**config.mk**
```make
export PLATFORM = sky130hd
export DESIGN_NAME = decode_queue_flat
export DESIGN_NICKNAME = d
export VERILOG_FILES = /design/src/rtl/decode_queue_pkg.sv /design/src/rtl/decode_queue_if.sv /design/src/rtl/decode_queue_imm_gen.sv /design/src/rtl/decode_queue.sv /design/src/flat_wrapper.sv
export SDC_FILE = /design/constraint.sdc
export NUM_CORES = 1
export LEC_CHECK = 0
export BUFFER_PORTS_ARGS = -buffer_cell sky130_fd_sc_hd__clkbuf_2
export CAP_MARGIN = 5
export CORE_MARGIN = 5
export CORE_UTILIZATION = 30
export CTS_BUF_LIST = sky130_fd_sc_hd__clkbuf_8
export CTS_CLUSTER_SIZE = 10
export DETAILED_ROUTE_END_ITERATION = 12
export GPL_TIMING_DRIVEN = 0
export PLACE_DENSITY = 0.5
export SYNTH_ARGS = -nofsm -noshare
export SYNTH_HDL_FRONTEND = slang
export SYNTH_SLANG_ARGS = --single-unit
```
**constraint.sdc**
```tcl
create_clock -name clk -period 11.3 [get_ports clk]
set_input_delay 2.26 -clock clk [delete_from_list [all_inputs] [get_ports clk]]
set_output_delay 2.26 -clock clk [all_outputs]
set_load 0.02 [all_outputs]
```
**src/rtl/decode_queue_pkg.sv**
```systemverilog
// rtl/decode_queue_pkg.sv - RV32I opcode constants, format enum and format classifier
package decode_queue_pkg;

  localparam logic [6:0] OPC_OP     = 7'b0110011;
  localparam logic [6:0] OPC_OP_IMM = 7'b0010011;
  localparam logic [6:0] OPC_LOAD   = 7'b0000011;
  localparam logic [6:0] OPC_JALR   = 7'b1100111;
  localparam logic [6:0] OPC_SYSTEM = 7'b1110011;
  localparam logic [6:0] OPC_STORE  = 7'b0100011;
  localparam logic [6:0] OPC_BRANCH = 7'b1100011;
  localparam logic [6:0] OPC_LUI    = 7'b0110111;
  localparam logic [6:0] OPC_AUIPC  = 7'b0010111;
  localparam logic [6:0] OPC_JAL    = 7'b1101111;

  typedef enum logic [2:0] {
    FMT_R,
    FMT_I,
    FMT_S,
    FMT_B,
    FMT_U,
    FMT_J,
    FMT_BAD
  } fmt_e;

  // Every listed opcode ends in 2'b11, so an unlisted opcode also covers the
  // compressed-encoding case.
  function automatic fmt_e fmt_of(input logic [6:0] opcode);
    fmt_e fmt;
    case (opcode)
      OPC_OP:                                    fmt = FMT_R;
      OPC_OP_IMM, OPC_LOAD, OPC_JALR, OPC_SYSTEM: fmt = FMT_I;
      OPC_STORE:                                 fmt = FMT_S;
      OPC_BRANCH:                                fmt = FMT_B;
      OPC_LUI, OPC_AUIPC:                        fmt = FMT_U;
      OPC_JAL:                                   fmt = FMT_J;
      default:                                   fmt = FMT_BAD;
    endcase
    return fmt;
  endfunction

endpackage

```
**src/rtl/decode_queue_if.sv**
```systemverilog
// rtl/decode_queue_if.sv - fetch/consumer handshake and decoded-field bundle for decode_queue
interface decode_queue_if #(
  parameter int XLEN  = 32,
  parameter int DEPTH = 4
);
  localparam int CW = $clog2(DEPTH) + 1;

  logic            flush_i;
  logic            in_valid_i;
  logic            in_ready_o;
  logic [XLEN-1:0] pc_i;
  logic [31:0]     insn_i;
  logic            out_valid_o;
  logic            out_ready_i;
  logic [XLEN-1:0] pc_o;
  logic [31:0]     insn_o;
  logic [6:0]      opcode_o;
  logic [4:0]      rd_o;
  logic [4:0]      rs1_o;
  logic [4:0]      rs2_o;
  logic [2:0]      funct3_o;
  logic [6:0]      funct7_o;
  logic [4:0]      shamt_o;
  logic [XLEN-1:0] imm_o;
  logic            illegal_o;
  logic [CW-1:0]   count_o;

  modport master (
    output flush_i, in_valid_i, pc_i, insn_i, out_ready_i,
    input  in_ready_o, out_valid_o, pc_o, insn_o, opcode_o, rd_o, rs1_o, rs2_o,
           funct3_o, funct7_o, shamt_o, imm_o, illegal_o, count_o
  );

  modport slave (
    input  flush_i, in_valid_i, pc_i, insn_i, out_ready_i,
    output in_ready_o, out_valid_o, pc_o, insn_o, opcode_o, rd_o, rs1_o, rs2_o,
           funct3_o, funct7_o, shamt_o, imm_o, illegal_o, count_o
  );

endinterface

```
**src/rtl/decode_queue_imm_gen.sv**
```systemverilog
// rtl/decode_queue_imm_gen.sv - RV32I immediate extraction, sign-extended, zero for R/unknown formats
module imm_gen
  import decode_queue_pkg::*;
#(
  parameter int XLEN = 32
) (
  input  logic [31:0]     insn,
  input  fmt_e            fmt,
  output logic [XLEN-1:0] imm
);

  logic unused_opcode_bits;
  assign unused_opcode_bits = ^insn[6:0];

  always_comb begin
    imm = '0;
    case (fmt)
      FMT_I: imm = {{20{insn[31]}}, insn[31:20]};
      FMT_S: imm = {{20{insn[31]}}, insn[31:25], insn[11:7]};
      FMT_B: imm = {{19{insn[31]}}, insn[31], insn[7], insn[30:25], insn[11:8], 1'b0};
      FMT_U: imm = {insn[31:12], 12'b0};
      FMT_J: imm = {{11{insn[31]}}, insn[31], insn[19:12], insn[20], insn[30:21], 1'b0};
      default: imm = '0;
    endcase
  end

endmodule

```
**src/rtl/decode_queue.sv**
```systemverilog
// rtl/decode_queue.sv - fetch-to-decode instruction FIFO with combinational RV32I field decode of the head
module decode_queue
  import decode_queue_pkg::*;
#(
  parameter int XLEN  = 32,
  parameter int DEPTH = 4
) (
  input  logic            clk,
  input  logic            rst,
  decode_queue_if.slave   bus
);

  localparam int PW = $clog2(DEPTH);
  localparam int CW = PW + 1;

  logic [XLEN-1:0] pc_mem   [DEPTH];
  logic [31:0]     insn_mem [DEPTH];
  logic [PW-1:0]   wptr;
  logic [PW-1:0]   rptr;
  logic [CW-1:0]   count;

  logic            in_ready;
  logic            out_valid;
  logic            push;
  logic            pop;

  assign in_ready  = count < CW'(DEPTH);
  assign out_valid = count != '0;
  assign push      = bus.in_valid_i && in_ready && !bus.flush_i;
  assign pop       = out_valid && bus.out_ready_i && !bus.flush_i;

  always_ff @(posedge clk or negedge rst) begin
    if (!rst) begin
      wptr  <= '0;
      rptr  <= '0;
      count <= '0;
    end else if (bus.flush_i) begin
      wptr  <= '0;
      rptr  <= '0;
      count <= '0;
    end else begin
      if (push) wptr <= wptr + 1'b1;
      if (pop)  rptr <= rptr + 1'b1;
      case ({push, pop})
        2'b10:   count <= count + 1'b1;
        2'b01:   count <= count - 1'b1;
        default: count <= count;
      endcase
    end
  end

  // Storage carries no reset; occupancy gating below hides stale contents.
  always_ff @(posedge clk) begin
    if (push) begin
      pc_mem[wptr]   <= bus.pc_i;
      insn_mem[wptr] <= bus.insn_i;
    end
  end

  logic [XLEN-1:0] head_pc;
  logic [31:0]     head_insn;
  fmt_e            fmt;
  logic [XLEN-1:0] imm;

  assign head_pc   = out_valid ? pc_mem[rptr]   : '0;
  assign head_insn = out_valid ? insn_mem[rptr] : '0;
  assign fmt       = fmt_of(head_insn[6:0]);

  imm_gen #(.XLEN(XLEN)) u_imm_gen (
    .insn (head_insn),
    .fmt  (fmt),
    .imm  (imm)
  );

  logic [4:0] rd;
  logic [4:0] rs1;
  logic [4:0] rs2;
  logic [2:0] funct3;
  logic [6:0] funct7;
  logic [4:0] shamt;

  // An empty queue decodes as opcode 0 (FMT_BAD), so every field falls to zero.
  always_comb begin
    rd     = '0;
    rs1    = '0;
    rs2    = '0;
    funct3 = '0;
    funct7 = '0;
    shamt  = '0;
    case (fmt)
      FMT_R: begin
        rd     = head_insn[11:7];
        rs1    = head_insn[19:15];
        rs2    = head_insn[24:20];
        funct3 = head_insn[14:12];
        funct7 = head_insn[31:25];
      end
      FMT_I: begin
        rd     = head_insn[11:7];
        rs1    = head_insn[19:15];
        funct3 = head_insn[14:12];
      end
      FMT_S, FMT_B: begin
        rs1    = head_insn[19:15];
        rs2    = head_insn[24:20];
        funct3 = head_insn[14:12];
      end
      FMT_U, FMT_J: begin
        rd     = head_insn[11:7];
      end
      default: begin
        rd     = '0;
      end
    endcase
    if (head_insn[6:0] == OPC_OP_IMM &&
        (head_insn[14:12] == 3'b001 || head_insn[14:12] == 3'b101))
      shamt = head_insn[24:20];
  end

  assign bus.in_ready_o  = in_ready;
  assign bus.out_valid_o = out_valid;
  assign bus.count_o     = count;
  assign bus.pc_o        = head_pc;
  assign bus.insn_o      = head_insn;
  assign bus.opcode_o    = head_insn[6:0];
  assign bus.rd_o        = rd;
  assign bus.rs1_o       = rs1;
  assign bus.rs2_o       = rs2;
  assign bus.funct3_o    = funct3;
  assign bus.funct7_o    = funct7;
  assign bus.shamt_o     = shamt;
  assign bus.imm_o       = imm;
  assign bus.illegal_o   = out_valid && (fmt == FMT_BAD);

endmodule

```
**src/flat_wrapper.sv**
```systemverilog
// flat-port wrapper written by rule: the top's interface ports become plain ports
module decode_queue_flat import decode_queue_pkg::*;
#(
  parameter int XLEN  = 32,
  parameter int DEPTH = 4
)
  (clk, rst, bus_flush_i, bus_in_valid_i, bus_pc_i, bus_insn_i, bus_out_ready_i, bus_in_ready_o, bus_out_valid_o, bus_pc_o, bus_insn_o, bus_opcode_o, bus_rd_o, bus_rs1_o, bus_rs2_o, bus_funct3_o, bus_funct7_o, bus_shamt_o, bus_imm_o, bus_illegal_o, bus_count_o);
  decode_queue_if #(.XLEN(XLEN), .DEPTH(DEPTH)) bus_i ();
  input  logic clk;
  input  logic rst;
  input wire logic [$bits(bus_i.flush_i)-1:0] bus_flush_i;
  input wire logic [$bits(bus_i.in_valid_i)-1:0] bus_in_valid_i;
  input wire logic [$bits(bus_i.pc_i)-1:0] bus_pc_i;
  input wire logic [$bits(bus_i.insn_i)-1:0] bus_insn_i;
  input wire logic [$bits(bus_i.out_ready_i)-1:0] bus_out_ready_i;
  output wire logic [$bits(bus_i.in_ready_o)-1:0] bus_in_ready_o;
  output wire logic [$bits(bus_i.out_valid_o)-1:0] bus_out_valid_o;
  output wire logic [$bits(bus_i.pc_o)-1:0] bus_pc_o;
  output wire logic [$bits(bus_i.insn_o)-1:0] bus_insn_o;
  output wire logic [$bits(bus_i.opcode_o)-1:0] bus_opcode_o;
  output wire logic [$bits(bus_i.rd_o)-1:0] bus_rd_o;
  output wire logic [$bits(bus_i.rs1_o)-1:0] bus_rs1_o;
  output wire logic [$bits(bus_i.rs2_o)-1:0] bus_rs2_o;
  output wire logic [$bits(bus_i.funct3_o)-1:0] bus_funct3_o;
  output wire logic [$bits(bus_i.funct7_o)-1:0] bus_funct7_o;
  output wire logic [$bits(bus_i.shamt_o)-1:0] bus_shamt_o;
  output wire logic [$bits(bus_i.imm_o)-1:0] bus_imm_o;
  output wire logic [$bits(bus_i.illegal_o)-1:0] bus_illegal_o;
  output wire logic [$bits(bus_i.count_o)-1:0] bus_count_o;
  assign bus_i.flush_i = bus_flush_i;
  assign bus_i.in_valid_i = bus_in_valid_i;
  assign bus_i.pc_i = bus_pc_i;
  assign bus_i.insn_i = bus_insn_i;
  assign bus_i.out_ready_i = bus_out_ready_i;
  assign bus_in_ready_o = bus_i.in_ready_o;
  assign bus_out_valid_o = bus_i.out_valid_o;
  assign bus_pc_o = bus_i.pc_o;
  assign bus_insn_o = bus_i.insn_o;
  assign bus_opcode_o = bus_i.opcode_o;
  assign bus_rd_o = bus_i.rd_o;
  assign bus_rs1_o = bus_i.rs1_o;
  assign bus_rs2_o = bus_i.rs2_o;
  assign bus_funct3_o = bus_i.funct3_o;
  assign bus_funct7_o = bus_i.funct7_o;
  assign bus_shamt_o = bus_i.shamt_o;
  assign bus_imm_o = bus_i.imm_o;
  assign bus_illegal_o = bus_i.illegal_o;
  assign bus_count_o = bus_i.count_o;
  decode_queue #(.XLEN(XLEN), .DEPTH(DEPTH)) u_core (.clk(clk), .rst(rst), .bus(bus_i));
endmodule
```
==> out/metrics.cfg, run 1 <==
[cts]
cts_tree = yes
cts.clk_slew.worst_paths_ns = 0.06
htreeDepth = 2
cts_hold_buffers = 0
post-cts-setup-buffers = 0
clockRootBuffer = clkbuf_8
numCtsBuffers = 46
cts_buffer_depth = 3
cts_resized = 0
numClockSinks = 263
insertion_delay_ns = 0.56

[die]
coreArea_sq_um = 36500
die_x_um = 202
dieArea_sq_um = 40900
initial_core_util_pct = 30.4
rows = 70
ioPinCount = 208
die_h_um = 202

[yosys]
synth-async-reset-ratio_pct = 2.66
ys_seq_area_share_pct = 70.9
synth_area_sq_um = 11100
synth_edf_count = 256
ys_ff_latch = 263
yosysTopAreaCellShare_pct = 69.3
synth_cell_type_count = 50
synth_commonest_cells = edfxtp_1, mux4_2, and2_1
synthesis.nets = 706
postSynthCellCount = 630
synth_flop_cell = edfxtp_1
avgSynthCellArea_sq_um = 17.6
ys_warn_count = 0
synth.area.top_cells = edfxtp_1, mux4_2, and2_1
synth_top_area_cell = edfxtp_1
yosysMostFrequentCell = edfxtp_1

[worst_setup_path]
cp.required_ns = 9.04
cp-end-kind = output pin
cp_max_fo = 10
reg2reg_from = u_core.bus.count_o[0]$_DFFE_PN0P_
worstPathCellList = nor3_2 -> clkinv_1 -> o2111ai_1 -> ha_1 -> o41a_1 -> nor2_1 -> a21oi_2 -> buf_2 -> o22ai_2 -> clkbuf_2
worstPathArrival_ns = 4.38
criticalPathCategory = flip-flop to output pin
slowest_delay_ns = 0.58
critPathSlowestCell = nor3_2
critPathLaunchType = flip-flop
r2r_slack_ns = 8.12
startpoint = u_core.bus.count_o[0]$_DFFE_PN0P_

[cells_and_area]
nets = 964
postLayoutCellArea_sq_um = 13600
areaGrowthSynthToFinish_pct = 22.9
layout-drive-gt1-share_pct = 39.7
layoutNonFillerInstCount = 1392

[global_route]
grt.overflow.total = 0
grt_max_degree = 51
antenna_found_initial = 3
first_global_vias = 6905
grtUsageTotal_pct = 13.8
grt_pass1_wl_um = 43700

[power]
clockPowerShare_pct = 24.9
p_int_uw = 1920
comb_power_share_pct = 37.3
cellPowerDensity_nw_per_um2 = 223
pwr-share-seq_pct = 37.8
power_switching_uw = 1120
swShare_pct = 36.9
leakage_uw = 0.00496
ir_worst_vdd_mv = 0.119

[placement]
dpl_cell_area_sq_um = 12800
place.gp.congestion = 0.759
portBuffers = 206
hpwl_um = 19300
dpl.cell_count = 1308

[sta]
hold_viol = 0
timing.fmax_mhz = 151
setup-tns-final_ns = 0
worst_slew_pin_slew_ns = 0.966
fin_crit_ns = 6.64
final.setup_skew_ns = 0.0293
period_share_pct = 58.8
setup_viol = 0
slew_violations = 0
maxSlewHeadroom_pct = 35.6
rsz0062_at_grt = false

[detailed_routing]
ant_nets = 0
vias = 6497
wire_per_inst_um = 20.6
viasPerCell = 4.67
drc = 0
drt-initial-drc-count = 241
first_pass_iters = 4
totalWireLength_um = 28700

[job]
drv_cap = 0

[min_path]
hp-class = flip-flop to flip-flop
worst_hold_startpoint = u_core.wptr[0]$_DFFE_PN0P_

[outcome]
status = finished, final reports clean

==> power by group through the flow <==
stage | Sequential, uW | Clock [uW] | Combinational, uW
finish | 1150 | 756 | 1130
global route | 1150 | 841 | 1240
CTS | 1150 | 790 | 1170
detailed placement | 1170 | 0 | 1170
global placement | 1170 | 0 | 1160
floorplan | 1170 | 0 | 738
==> cell families (layout without fill, tap and decap cells) <==
group	after synthesis	count (layout)	synth area share (%)
multiplexers	71	71	13.9
XOR/XNOR	6	6	0.474
buffers and inverters	70	362	2.82
AND/OR/NAND/NOR	162	162	7.45
other	0	2	0
adder cells (fa/ha/maj)	7	7	0.857
flip-flops	263	263	70.9
AO/OA/AOI/OAI	51	51	3.62
==> path summary, 6_finish.rpt <==
kind / to / depth (start not counted)
hold / removal: u_core.wptr[0]$_DFFE_PN0P_ / 2
min in group asynchronous: u_core.bus.count_o[0]$_DFFE_PN0P_ / 1
setup reg to reg: u_core.bus.count_o[2]$_DFFE_PN0P_ / 9
max in group asynchronous: u_core.rptr[1]$_DFFE_PN0P_ / 1
hold reg to reg: u_core.wptr[0]$_DFFE_PN0P_ / 2
setup / recovery: bus_imm_o[29] / 10
==> through the flow <==
| step | util, % | setup slack [ns] | hold slack (ns) | power [uW] |
|---|---|---|---|---|
| after CTS | 37.3 | 4.57 | 0.631 | 3110 |
| final | 37.3 | 4.66 | 0.631 | 3040 |
| after floorplan | - | 6.08 | 0.562 | 1910 |
| after global placement | 34.8 | 4.75 | 0.606 | 2340 |
| after detailed placement | 35.1 | 5.19 | 0.616 | 2340 |
| after global routing | 37.3 | 4.34 | 0.670 | 3240 |
==> worst max-delay path, delay by kind of cell, from the launching register on <==
kind / cells / cell delay, ns
AO/OA/AOI/OAI: 4 / 1.34
AND/OR/NAND/NOR: 2 / 0.70
buffers and inverters: 3 / 1.04
flip-flops: 1 / 0.45
adder cells (fa/ha/maj): 1 / 0.29
==> final cells by class <==
| cell class | count | area, sq um |
|---|---|---|
| diodes | 2 | 5.00 |
| inverters | 33 | 124 |
| fillers | 3446 | 22900 |
| multi-input cells | 297 | 2920 |
| clock buffers | 47 | 647 |
| clock inverters | 35 | 156 |
| repair buffers | 210 | 1140 |
| well taps | 468 | 586 |
| plain buffers | 37 | 189 |
| flip-flops and latches | 263 | 7860 |
==> placed cells by master (no fill, tap or decap), types with 3 or more instances in the layout <==
master,n
clkbuf_2,206
mux4_2,66
clkbuf_1,11
o21ai_1,3
o32ai_1,4
nand2_1,37
ha_1,6
buf_2,7
mux2i_1,3
buf_16,4
buf_1,10
xor2_1,3
and2_4,4
and2_1,50
xnor2_1,3
buf_4,7
edfxtp_1,256
a21oi_1,16
nand4_1,3
nor2b_1,3
dfrtp_1,7
inv_1,52
nor3_1,5
o22ai_2,10
clkbuf_8,47
clkinv_1,11
nor2_1,46
==> sequential cells by signal, indices dropped and copies added (netlist names) <==
register            count
u_core.bus.count_o      3
u_core.insn_mem       128
u_core.pc_mem         128
u_core.rptr             2
u_core.wptr             2
==> routing by layer <==
| layer | up-vias | GRT usage (%) | wire length [um] |
|---|---|---|---|
| li1 | 2971 | - | - |
| met5 | - | 0 | 26 |
| met1 | 3286 | 18.5 | 12600 |
| met2 | 190 | 22.5 | 13600 |
| met4 | 4 | 3.49 | 493 |
| met3 | 46 | 3.83 | 1990 |
Note: power is estimated with default switching activity, not from simulation.
==> inputs of run 2 (changes only) <==
--- a/config.mk
+++ b/config.mk
@@ -13,7 +13,7 @@
 export CTS_CLUSTER_SIZE = 10
 export DETAILED_ROUTE_END_ITERATION = 12
 export GPL_TIMING_DRIVEN = 0
-export PLACE_DENSITY = 0.5
+export PLACE_DENSITY = 0.52
 export SYNTH_ARGS = -nofsm -noshare
 export SYNTH_HDL_FRONTEND = slang
 export SYNTH_SLANG_ARGS = --single-unit
==> constraint.sdc (replaced) <==
create_clock -name clk -period 5.9 [get_ports clk]
set_input_delay 1.18 -clock clk [delete_from_list [all_inputs] [get_ports clk]]
set_output_delay 1.18 -clock clk [all_outputs]
set_load 0.02 [all_outputs]
==> run 2 against run 1 <==
Non-clock buffer count unchanged. Sequential power is 91% higher. First-iteration DRC count rose by 25%. Global-route usage fell by 0.42 points. Final cell count is 0.22% lower. Register-to-register slack got worse by 5.2 ns. Via count down 0.60%. Power increased by 90%. Sequential cell count did not move. Sequential share of layout area is 0.085 points higher. Largest cell class unchanged. Highest routed layer unchanged.
==> out/metrics.cfg, run 2 (synthesis results as in run 1) <==
[cells_and_area]
nets = 964  ; unchanged
final_cell_mix = edfxtp_1, clkbuf_2, mux4_2
layout-drive-gt1-share_pct = 39.8  ; +0.086 points
areaGrowthSynthToFinish_pct = 22.8
fillCellCount = 3486  ; +1.2%
layout_commonest_cell = edfxtp_1

[sta]
timing.fmax_mhz = 183
setup-tns-final_ns = 0  ; unchanged
hold_viol = 0  ; unchanged
period_share_pct = 92.8
holdWs_ns = 0.482  ; -0.149 ns
maxSlewHeadroom_pct = 37.0  ; +1.4 points
worst_slew_pin_slew_ns = 0.945  ; -0.0211 ns
final.setup_skew_ns = 0.0164  ; -0.0129 ns
slew_violations = 0  ; unchanged
fin_crit_ns = 5.47
setup_viol = 0  ; unchanged
rsz0062_at_grt = false

[global_route]
grt_max_degree = 49  ; -3.9%
grtUsageTotal_pct = 13.4  ; -0.42 points
first_global_vias = 6742  ; -2.4%
antenna_found_initial = 3  ; unchanged
grt_pass1_wl_um = 42300  ; -3.1%
grt.overflow.total = 0  ; unchanged

[worst_setup_path]
cp_max_fo = 10  ; unchanged
cp.required_ns = 4.72  ; -4.32 ns
cp.buffers_inverters = 3  ; unchanged
worstPathArrival_ns = 4.29  ; -0.09 ns
critPathLaunchType = flip-flop
slowest_delay_ns = 0.60  ; +0.02 ns
criticalPathCategory = flip-flop to output pin
worstPathCellList = buf_6 -> mux4_2 -> and4b_1 -> o2111ai_1 -> ha_1 -> o41a_1 -> nor2_1 -> a21oi_2 -> buf_2 -> o22ai_2 -> clkbuf_2
critPathSlowestCell = mux4_2
cp_top_family = compound AO/OA/AOI/OAI gates
cp-end-kind = output pin

[detailed_routing]
totalWireLength_um = 28300  ; -1.2%
drt-initial-drc-count = 302  ; +25%
wire_per_inst_um = 20.4  ; -1.0%
drc = 0  ; unchanged
ant_nets = 0  ; unchanged
viasPerCell = 4.65  ; -0.39%
first_pass_iters = 4  ; unchanged
vias = 6458  ; -0.60%

[die]
coreArea_sq_um = 36500  ; unchanged
dieArea_sq_um = 40900  ; unchanged
rows = 70  ; unchanged
ioPinCount = 208  ; unchanged
initial_core_util_pct = 30.4  ; unchanged
die_h_um = 202  ; unchanged
die_x_um = 202  ; unchanged

[cts]
cts_tree = yes
numCtsBuffers = 46  ; unchanged
cts_buffer_depth = 3  ; unchanged
cts.clk_slew.worst_paths_ns = 0.05  ; about the same
htreeDepth = 2  ; unchanged
post-cts-setup-buffers = 0  ; unchanged
numClockSinks = 263  ; unchanged
cts_hold_buffers = 0  ; unchanged
clockRootBuffer = clkbuf_8
cts_resized = 0  ; unchanged
insertion_delay_ns = 0.55  ; about the same

[min_path]
hp-class = input port to asynchronous set/reset pin

[placement]
hpwl_um = 18900  ; -2.1%
portBuffers = 206  ; unchanged
place.gp.congestion = 0.760  ; +0.17%

[job]
drv_cap = 0  ; unchanged

[outcome]
status = finished, final reports clean

[power]
leakage_uw = 0.00493  ; -0.52%
ir_worst_vdd_mv = 0.235  ; +97%
cellPowerDensity_nw_per_um2 = 425  ; +91%

## run 2: final timing paths
kind | startpoint | to | slack, ns | cells past startpoint
min in group clk | u_core.bus.count_o[1]$_DFFE_PN0P_ | u_core.bus.count_o[1]$_DFFE_PN0P_ | 0.63 | 2
max in group asynchronous | rst | u_core.rptr[1]$_DFFE_PN0P_ | 5.25 | 1
setup reg to reg | u_core.bus.count_o[0]$_DFFE_PN0P_ | u_core.bus.count_o[2]$_DFFE_PN0P_ | 2.88 | 9
hold / removal | rst | u_core.bus.count_o[2]$_DFFE_PN0P_ | 0.48 | 1
hold reg to reg | u_core.bus.count_o[1]$_DFFE_PN0P_ | u_core.bus.count_o[1]$_DFFE_PN0P_ | 0.63 | 2
setup / recovery | u_core.rptr[0]$_DFFE_PN0P_ | bus_imm_o[20] | 0.43 | 11
## run 2: per-layer routing
metal / up-vias / share of wire, % / global-route usage (%)
met4: 4 / 1.7 / 3.13
met3: 43 / 7.1 / 4.12
met1: 3249 / 42 / 17.2
li1: 2962 / - / -
met5: - / 0.12 / 0
met2: 200 / 49 / 22.5
## run 2: through the flow
step | setup WS [ns] | area [sq um] | instances | total power, uW | util [%]
2_1_floorplan | 1.76 | 11100 | 630 | 3660 | -
3_3_place_gp | 0.357 | 12700 | 1304 | 4450 | 34.8
3_5_place_dp | 0.955 | 12800 | 1308 | 4450 | 35.1
4_1_cts | 0.350 | 13600 | 1388 | 5920 | 37.3
5_1_grt | 0.107 | 13600 | 1388 | 6150 | 37.3
6_report | 0.427 | 13600 | 1389 | 5790 | 37.3
## run 2: area by class of cell
cell class	count	area, sq um	area share [%]
well taps	468	586	4.30
inverters	33	124	0.910
clock buffers	47	647	4.75
multi-input cells	297	2920	21.5
plain buffers	37	189	1.39
diodes	1	2.50	0.0184
repair buffers	210	1140	8.38
clock inverters	33	139	1.02
flip-flops and latches	263	7860	57.8
## run 2: power breakdown
group / internal (uW) / switching [uW] / leakage [uW]
Combinational: 764 / 1390 / 0.00206
Sequential: 2160 / 33.2 / 0.00242
Clock: 735 / 698 / 0.000458
